<file path="config.mk">
export PLATFORM = sky130hd
export DESIGN_NAME = bump_nav_fsm
export DESIGN_NICKNAME = d
export VERILOG_FILES = /design/src/rtl/bump_nav_fsm.sv
export SDC_FILE = /design/constraint.sdc
export NUM_CORES = 1
export LEC_CHECK = 0
export ABC_CLOCK_PERIOD_IN_PS = 2880
export BUFFER_PORTS_ARGS = -buffer_cell sky130_fd_sc_hd__clkbuf_2
export CORE_MARGIN = 3
export CORE_UTILIZATION = 62
export CTS_BUF_LIST = sky130_fd_sc_hd__clkbuf_8 sky130_fd_sc_hd__clkbuf_16
export CTS_CLUSTER_DIAMETER = 60
export DETAILED_ROUTE_END_ITERATION = 10
export HOLD_SLACK_MARGIN = 0.06
export MAX_ROUTING_LAYER = met4
export PLACE_DENSITY = 0.86
export SYNTH_ARGS = -nofsm -noshare
export SYNTH_HDL_FRONTEND = slang
export SYNTH_SLANG_ARGS = --single-unit
export TNS_END_PERCENT = 5
</file>
<file path="constraint.sdc">
create_clock -name clk -period 2.88 [get_ports clk]
set_input_delay 0.576 -clock clk [delete_from_list [all_inputs] [get_ports clk]]
set_output_delay 0.576 -clock clk [all_outputs]
set_load 0.005 [all_outputs]
</file>
<file path="src/rtl/bump_nav_fsm.sv">
// bump_nav_fsm: rover bump/ground navigation controller.
// It has timed BACKUP and TURN dwell phases, remembers which side was bumped,
// and escalates to a SPIN manoeuvre when too many bumps land in one clear window.
// Ports:
//   clk           - rising-edge clock
//   reset         - synchronous, active-high
//   bump_left     - left bumper contact (level)
//   bump_right    - right bumper contact (level)
//   ground_detect - 1 = floor present
//   state         - current state code (registered)
//   bump_count    - bumps counted in the current clear window (registered)
//   stuck         - one-cycle pulse on the first SPIN cycle (registered)
module bump_nav_fsm #(
  parameter int unsigned BACKUP_CYCLES = 4,
  parameter int unsigned TURN_CYCLES   = 8,
  parameter int unsigned CNT_W         = 8,
  parameter int unsigned STUCK_LIMIT   = 3,
  parameter int unsigned CLEAR_CYCLES  = 16
) (
  input  logic                               clk,
  input  logic                               reset,
  input  logic                               bump_left,
  input  logic                               bump_right,
  input  logic                               ground_detect,
  output logic [2:0]                         state,
  output logic [$clog2(STUCK_LIMIT+1)-1:0]   bump_count,
  output logic                               stuck
);

  localparam int unsigned BW = $clog2(STUCK_LIMIT + 1);

  // Dwell timer loads N-1 so the state is visible for exactly N cycles.
  localparam logic [CNT_W-1:0] BACKUP_LOAD = CNT_W'(BACKUP_CYCLES - 1);
  localparam logic [CNT_W-1:0] TURN_LOAD   = CNT_W'(TURN_CYCLES - 1);
  localparam logic [CNT_W-1:0] SPIN_LOAD   = CNT_W'(2 * TURN_CYCLES - 1);
  localparam logic [CNT_W:0]   CLEAR_END   = (CNT_W+1)'(CLEAR_CYCLES);
  localparam logic [BW-1:0]    COUNT_MAX   = BW'(STUCK_LIMIT);

  typedef enum logic [2:0] {
    IDLE       = 3'd0,
    FORWARD    = 3'd1,
    BACKUP     = 3'd2,
    TURN_LEFT  = 3'd3,
    TURN_RIGHT = 3'd4,
    SPIN       = 3'd5
  } state_t;

  state_t           cur_state, nxt_state;
  state_t           target, nxt_target;
  logic [BW-1:0]    count, nxt_count, count_inc;
  logic [CNT_W-1:0] dwell, nxt_dwell;
  logic [CNT_W-1:0] clear_cnt, nxt_clear;
  logic [CNT_W:0]   clear_inc;
  logic             nxt_stuck;

  assign state      = cur_state;
  assign bump_count = count;

  // State and counter registers.
  always_ff @(posedge clk) begin
    if (reset) begin
      cur_state <= IDLE;
      target    <= TURN_LEFT;
      count     <= '0;
      dwell     <= '0;
      clear_cnt <= '0;
      stuck     <= 1'b0;
    end else begin
      cur_state <= nxt_state;
      target    <= nxt_target;
      count     <= nxt_count;
      dwell     <= nxt_dwell;
      clear_cnt <= nxt_clear;
      stuck     <= nxt_stuck;
    end
  end

  // Next-state, counter and pulse logic.
  always_comb begin
    nxt_state  = cur_state;
    nxt_target = target;
    nxt_count  = count;
    nxt_dwell  = dwell;
    nxt_clear  = '0;
    nxt_stuck  = 1'b0;

    count_inc = (count == COUNT_MAX) ? count : count + BW'(1);
    clear_inc = {1'b0, clear_cnt} + (CNT_W+1)'(1);

    // Ground loss overrides everything outside IDLE, including a final dwell cycle.
    if (cur_state != IDLE && !ground_detect) begin
      nxt_state = IDLE;
      nxt_count = '0;
      nxt_dwell = '0;
    end else begin
      case (cur_state)
        IDLE: begin
          if (ground_detect) nxt_state = FORWARD;
        end
        FORWARD: begin
          if (bump_left || bump_right) begin
            nxt_state = BACKUP;
            nxt_count = count_inc;
            nxt_dwell = BACKUP_LOAD;
            if (count_inc == COUNT_MAX) nxt_target = SPIN;
            else if (bump_left)         nxt_target = TURN_RIGHT;
            else                        nxt_target = TURN_LEFT;
          end else if (clear_inc == CLEAR_END) begin
            nxt_count = '0;
          end else begin
            nxt_clear = clear_inc[CNT_W-1:0];
          end
        end
        BACKUP: begin
          if (dwell == '0) begin
            nxt_state = target;
            nxt_dwell = (target == SPIN) ? SPIN_LOAD : TURN_LOAD;
          end else begin
            nxt_dwell = dwell - CNT_W'(1);
          end
        end
        TURN_LEFT, TURN_RIGHT: begin
          if (dwell == '0) nxt_state = FORWARD;
          else             nxt_dwell = dwell - CNT_W'(1);
        end
        SPIN: begin
          if (dwell == '0) begin
            nxt_state = FORWARD;
            nxt_count = '0;
          end else begin
            nxt_dwell = dwell - CNT_W'(1);
          end
        end
        default: begin
          nxt_state = IDLE;
          nxt_count = '0;
          nxt_dwell = '0;
        end
      endcase
    end

    // Pulse only when SPIN is actually entered (not when aborted on entry).
    nxt_stuck = (nxt_state == SPIN) && (cur_state != SPIN);
  end

endmodule

</file>
# Yosys cells after proc, flatten, opt, wreduce, memory -nomap -nowiden
# Cells that the tools add are included.
op_classes:
  n_addsub: 3
  n_eq_ne: 15
  muxes: 18
  bitwise_logic: 4
  n_reduce_logical: 14
ops:
  columns: ["op", "n"]
  rows:
  - ["one-hot mux 8 bit (4 select lines)", 1]
  - ["two-way mux 8 bit", 3]
  - ["two-way mux 3 bit", 7]
  - ["== test 3 bit (second input constant)", 4]
  - ["one-hot mux 3 bit (4 select lines)", 1]
  - ["adder 8 x 1 -> 9 bit (second input constant)", 1]
  - ["== test 9 x 5 -> 1 bit (second input constant)", 1]
  - ["AND reduction 3 bit", 3]
  - ["zero test 8 bit", 1]
  - ["two-way mux 2 bit", 4]
  - ["subtractor 8 x 1 -> 8 bit (second input constant)", 1]
  - ["== test 3 x 2 -> 1 bit (second input constant)", 2]
  - ["!= test 2 bit (second input constant)", 3]
  - ["!= test 3 bit (second input constant)", 2]
  - ["one-hot mux 2 bit (3 select lines)", 1]
  - ["OR reduction 5 bit", 1]
  - ["== test 2 bit (second input constant)", 2]
  - ["two-way mux 4 bit", 1]
  - ["NOT 1 bit", 4]
  - ["OR reduction 4 bit", 1]
  - ["== test 3 x 1 -> 1 bit (second input constant)", 1]
  - ["zero test 3 bit", 1]
  - ["nonzero test 3 bit", 1]
  - ["OR reduction 3 bit", 1]
  - ["5 further kinds", 6]
totals:
  regBits: 25
  in_bits: 5

# Longest topological paths before layout
logic_depth:
  depth_word: 6
  ltp_mapped: 8
  mapped_depth_nobuf: 7

# Worst setup path after synthesis
# Ideal clock, no wire load.
synth_timing:
  kind: "flip-flop to flip-flop"
  start: "register dwell[0]"
  end: "register dwell[0]"
  setup_ns: 0.139
  arrival_ns: 1.542
  required_time_ns: 2.741
  setup_slack_ns: 1.199
  path_stages_with_launch: 9
  n_path_buf: 1
  path_cell_list: "dfxtp_1 inv_1 ha_1 nor3b_4 o211ai_2 and2_1 clkbuf_1 a21oi_1 a211oi_1"
synth_between:
  elab_chain_cells: 3
synth_rtl:
  columns: ["element", "line", "source"]
  rows:
  - ["start, declared", "51", "logic [CNT_W-1:0] dwell, nxt_dwell;"]
  - ["start signal, assigned", "72", "dwell <= nxt_dwell;"]
  - ["subtractor 8 x 1 -> 8 bit or zero test 8 bit (tied branches)", null, null]
  - ["two-way mux 8 bit (tied with other cells)", "123, 127", null]
  - ["one-hot mux 8 bit (4 select lines) or AND reduction 3 bit (tied branches)", null, null]
# Several ways; a longest one is shown, not always the timed one. The select of a mux whose other input is x is not followed.
# A chain may end at the register's enable or synchronous reset.

# Worst setup path after layout
layout_timing:
  start: "register dwell[0]"
  end: "register dwell[2]"
# The elaborated chain is that of the path after synthesis.

==> metrics.txt <==
# TYPE chip_impl_metric gauge
chip_impl_metric{name="chipHeight",unit="µm"} 53.2
chip_impl_metric{name="finalSetupViolations",unit=""} 0
chip_impl_metric{name="power_density",unit="nW/µm²"} 791
chip_impl_metric{name="drt-wirelength-per-cell",unit="µm"} 14.4
chip_impl_metric{name="drtAntennaViolNets",unit=""} 0
chip_impl_metric{name="fmax",unit="MHz"} 516
chip_impl_metric{name="synth_top_cell_area_share",unit="%"} 36.2
chip_impl_metric{name="rows",unit=""} 16
chip_impl_metric{name="drive_gt1_share",unit="%"} 13.2
chip_impl_metric{name="chipWidth",unit="µm"} 53.2
chip_impl_metric{name="initial_core_utilization",unit="%"} 67.7
chip_impl_metric{name="power.total",unit="µW"} 1180
chip_impl_metric{name="worst_pin_slew",unit="ns"} 0.599
chip_impl_metric{name="dieArea",unit="µm²"} 2830
chip_impl_metric{name="finalWirelength",unit="mm"} 2.90
chip_impl_metric{name="headroom_to_the_max_slew_limit",unit="%"} 59.8
chip_impl_metric{name="detail_route.vias_per_cell",unit=""} 6.10
chip_impl_info{name="cts_root_buf",value="sky130_fd_sc_hd__clkbuf_8"} 1
chip_impl_info{name="tritoncts",value="yes"} 1
chip_impl_info{name="netlist.top_cell.by_area",value="sky130_fd_sc_hd__dfxtp_1"} 1
chip_impl_metric{name="async_set_or_reset_flop_fraction_in_the_synthesized_netlist",unit="%"} 0
chip_impl_metric{name="irDropWorstVdd",unit="V"} 0.000596
chip_impl_info{name="synth_flop_cell",value="sky130_fd_sc_hd__dfxtp_1"} 1
chip_impl_metric{name="drt-initial-drc-count",unit=""} 34
chip_impl_info{name="mostFrequentLayoutCell",value="sky130_fd_sc_hd__nor2_1"} 1
chip_impl_info{name="path_cells",value="inv_1 > ha_1 > nor3b_4 > nor3b_2 > a21o_1 > a21oi_1 > a211oi_1"} 1
chip_impl_info{name="worstSetupStartpointType",value="flop"} 1
chip_impl_info{name="category_of_cells_accounting_for_the_largest_share_of_critical_path_delay",value="simple AND/OR/NAND/NOR gates"} 1
chip_impl_metric{name="detailroute.via_count",unit=""} 1226
chip_impl_metric{name="numPortBuffers",unit=""} 10
chip_impl_metric{name="report.final.slew_viol_count",unit=""} 0
chip_impl_metric{name="h-tree-depth",unit=""} 1
chip_impl_metric{name="adder_cell_share_of_the_synthesized_area",unit="%"} 3.62
chip_impl_metric{name="synthesis_to_finish_area_growth",unit="%"} 8.24
chip_impl_metric{name="num-nets-final",unit=""} 184
chip_impl_info{name="critPathCaptureType",value="flop"} 1
chip_impl_metric{name="ys.warnings.count",unit=""} 0
chip_impl_metric{name="synth_compound_gate_area_share",unit="%"} 18.9
chip_impl_metric{name="grt_pass1_vias",unit=""} 1211
chip_impl_metric{name="post_synth_mux_area_share",unit="%"} 1.45
chip_impl_metric{name="pre_cts_ws",unit="ns"} 0.980
chip_impl_metric{name="clock_input_transition_at_the_sequential_cells_of_the_worst_setup_and_hold_paths",unit="ns"} 0.08
chip_impl_metric{name="synth.ff_latch_count",unit=""} 25
chip_impl_metric{name="cell_area_after_technology_mapping",unit="µm²"} 1380
chip_impl_metric{name="fin_crit_sh",unit="%"} 67.3
chip_impl_metric{name="finalWeightedCongestion",unit=""} 0.927
chip_impl_info{name="synth.area.top_cells",value="sky130_fd_sc_hd__dfxtp_1 36%, sky130_fd_sc_hd__nor2_1 7.3%, sky130_fd_sc_hd__xor2_1 5.1%"} 1
chip_impl_metric{name="grt_util_all_layers",unit="%"} 25.2
chip_impl_info{name="grt_setup_unrepaired",value="no"} 1
chip_impl_metric{name="later_pin_clock_latency_in_the_skew_report",unit="ns"} 0.26
chip_impl_metric{name="synth_xor_xnor_area_share",unit="%"} 6.97
chip_impl_metric{name="clkSinkCount",unit=""} 25
chip_impl_info{name="timing.critical_path.slowest_stage_cell",value="sky130_fd_sc_hd__nor3b_4"} 1
chip_impl_metric{name="cp_data_arrival_time",unit="ns"} 2.12
chip_impl_metric{name="global_route_wire_length_before_repair",unit="mm"} 5.19
chip_impl_metric{name="period_needed",unit="ns"} 1.94
chip_impl_metric{name="global_route.overflow_total",unit=""} 0
chip_impl_info{name="setup_cp_type",value="flop to flop"} 1
chip_impl_metric{name="initial_antenna_violation_count",unit=""} 0
chip_impl_metric{name="yosys.area_share.simple",unit="%"} 30.1
chip_impl_metric{name="drc_errors",unit=""} 0
chip_impl_metric{name="ports",unit=""} 11
chip_impl_info{name="largest_family_of_logic_cells_by_synthesized_area",value="simple AND/OR/NAND/NOR gates"} 1
chip_impl_metric{name="cts_buffer_depth",unit=""} 2
chip_impl_metric{name="yosysSeqAreaShare",unit="%"} 36.2
chip_impl_metric{name="hpwl_after_detailed_placement",unit="mm"} 2.13
chip_impl_metric{name="clock-skew-final",unit="ns"} 0.00366
chip_impl_info{name="mostFrequentLayoutCells",value="27 x sky130_fd_sc_hd__nor2_1, 25 x sky130_fd_sc_hd__dfxtp_1, 13 x sky130_fd_sc_hd__o21ai_0"} 1
chip_impl_metric{name="crit_buf_inv",unit=""} 1
chip_impl_metric{name="smallest_setup_slack_after_layout",unit="ns"} 0.942
chip_impl_metric{name="post-cts-setup-buffers",unit=""} 0
chip_impl_metric{name="leakage",unit="µW"} 0.000572
chip_impl_metric{name="post_synth_num_cell_types",unit=""} 46
chip_impl_metric{name="synthesis.area_per_instance",unit="µm²"} 8.43
chip_impl_metric{name="tritoncts_buffers",unit=""} 3
chip_impl_metric{name="hold_viol",unit=""} 0
chip_impl_metric{name="worst-endpoint-required",unit="ns"} 3.06
chip_impl_metric{name="largest_net_degree_at_the_start_of_global_routing",unit=""} 19
chip_impl_metric{name="synth.net_count",unit=""} 173
chip_impl_metric{name="placed_cells_incl_taps",unit=""} 197
chip_impl_metric{name="path_max_fanout",unit=""} 8
chip_impl_metric{name="cts.hold.buffers_added",unit=""} 0
chip_impl_info{name="outcome",value="complete, no violations"} 1
chip_impl_metric{name="setup-tns-final",unit="ns"} 0
chip_impl_metric{name="cts_resized",unit=""} 0
chip_impl_metric{name="critPathMaxStageDelay",unit="ns"} 0.41
chip_impl_info{name="hold_path.class",value="flop to flop"} 1
chip_impl_metric{name="insertedDiodeCount",unit=""} 0
chip_impl_metric{name="final_cell_count_no_fill",unit=""} 201
chip_impl_metric{name="fp.coreArea",unit="µm²"} 2040
chip_impl_metric{name="instance_count_of_the_mapped_netlist",unit=""} 164
chip_impl_metric{name="drt_first_pass_iters",unit=""} 4
chip_impl_metric{name="post_synth_edffs",unit=""} 0
chip_impl_metric{name="max_cap_viols",unit=""} 0
==> stage by stage <==
stage / hold slack (ns) / area (µm²) / util [%]
3_5_place_dp: 0.478 / 1450 / 71.1
3_3_place_gp: 0.463 / 1450 / 71.1
2_1_floorplan: 0.441 / 1380 / -
5_1_grt: 0.535 / 1500 / 73.3
6_report: 0.496 / 1500 / 73.3
4_1_cts: 0.499 / 1500 / 73.3
==> per-layer routing <==
| metal | routed length (µm) | share of wire, % | GRT usage, % | up-vias |
|---|---|---|---|---|
| met2 | 1360 | 47 | 40.2 | 37 |
| met3 | 147 | 5.1 | 3.38 | 7 |
| met1 | 1330 | 46 | 32.0 | 574 |
| li1 | - | - | - | 608 |
| met5 | 0 | 0 | - | - |
| met4 | 59 | 2.0 | 9.79 | 0 |
==> cell type report <==
cell class / count / area (µm²)
fill: 169 / 546
clock inverter: 1 / 3.75
inverter: 6 / 22.5
sequential: 25 / 500
multi-input combinational: 129 / 845
tap: 27 / 33.8
timing repair buffer: 10 / 50.0
clock buffer: 3 / 41.3
==> cells by family after synthesis <==
logic type                 after synthesis
AOI/OAI and AO/OA                       40
buffers and inverters                   10
muxes                                    2
and+or+nand+nor                         72
DFF                                     25
adders and majority gates                4
xor gates and xnor gates                11
==> registers in the layout, indices dropped and copies added (netlist names) <==
name and count:
dwell 8, clear_cnt 8, stuck 1, target 3, bump_count 2, state 3
==> Yosys cell counts, drive strengths merged (3+ instances only) <==
library cell,instances
nor2,27
dfxtp,25
o21ai,13
a21oi,9
nand2,8
xor2,8
inv,6
nor3,6
clkbuf,4
ha,4
nand4,4
nor3b,4
o211ai,4
a31oi,3
and3,3
nand2b,3
nand3,3
xnor2,3
==> path summary, 6_finish.rpt <==
check             startpoint   endpoint  slack, ns  depth (start not counted)
setup / recovery    dwell[0]   dwell[2]       0.94                          7
hold reg to reg    target[2]  target[2]       0.50                          1
hold / removal     target[2]  target[2]       0.50                          1
setup reg to reg    dwell[0]   dwell[2]       0.94                          7
==> power by group <==
part	switching (µW)	internal (µW)	total (µW)
sequential	81.9	394	476
clock	104	95.3	199
combinational	299	210	509
total	484	700	1180
Note: power is estimated with default switching activity, not from simulation.
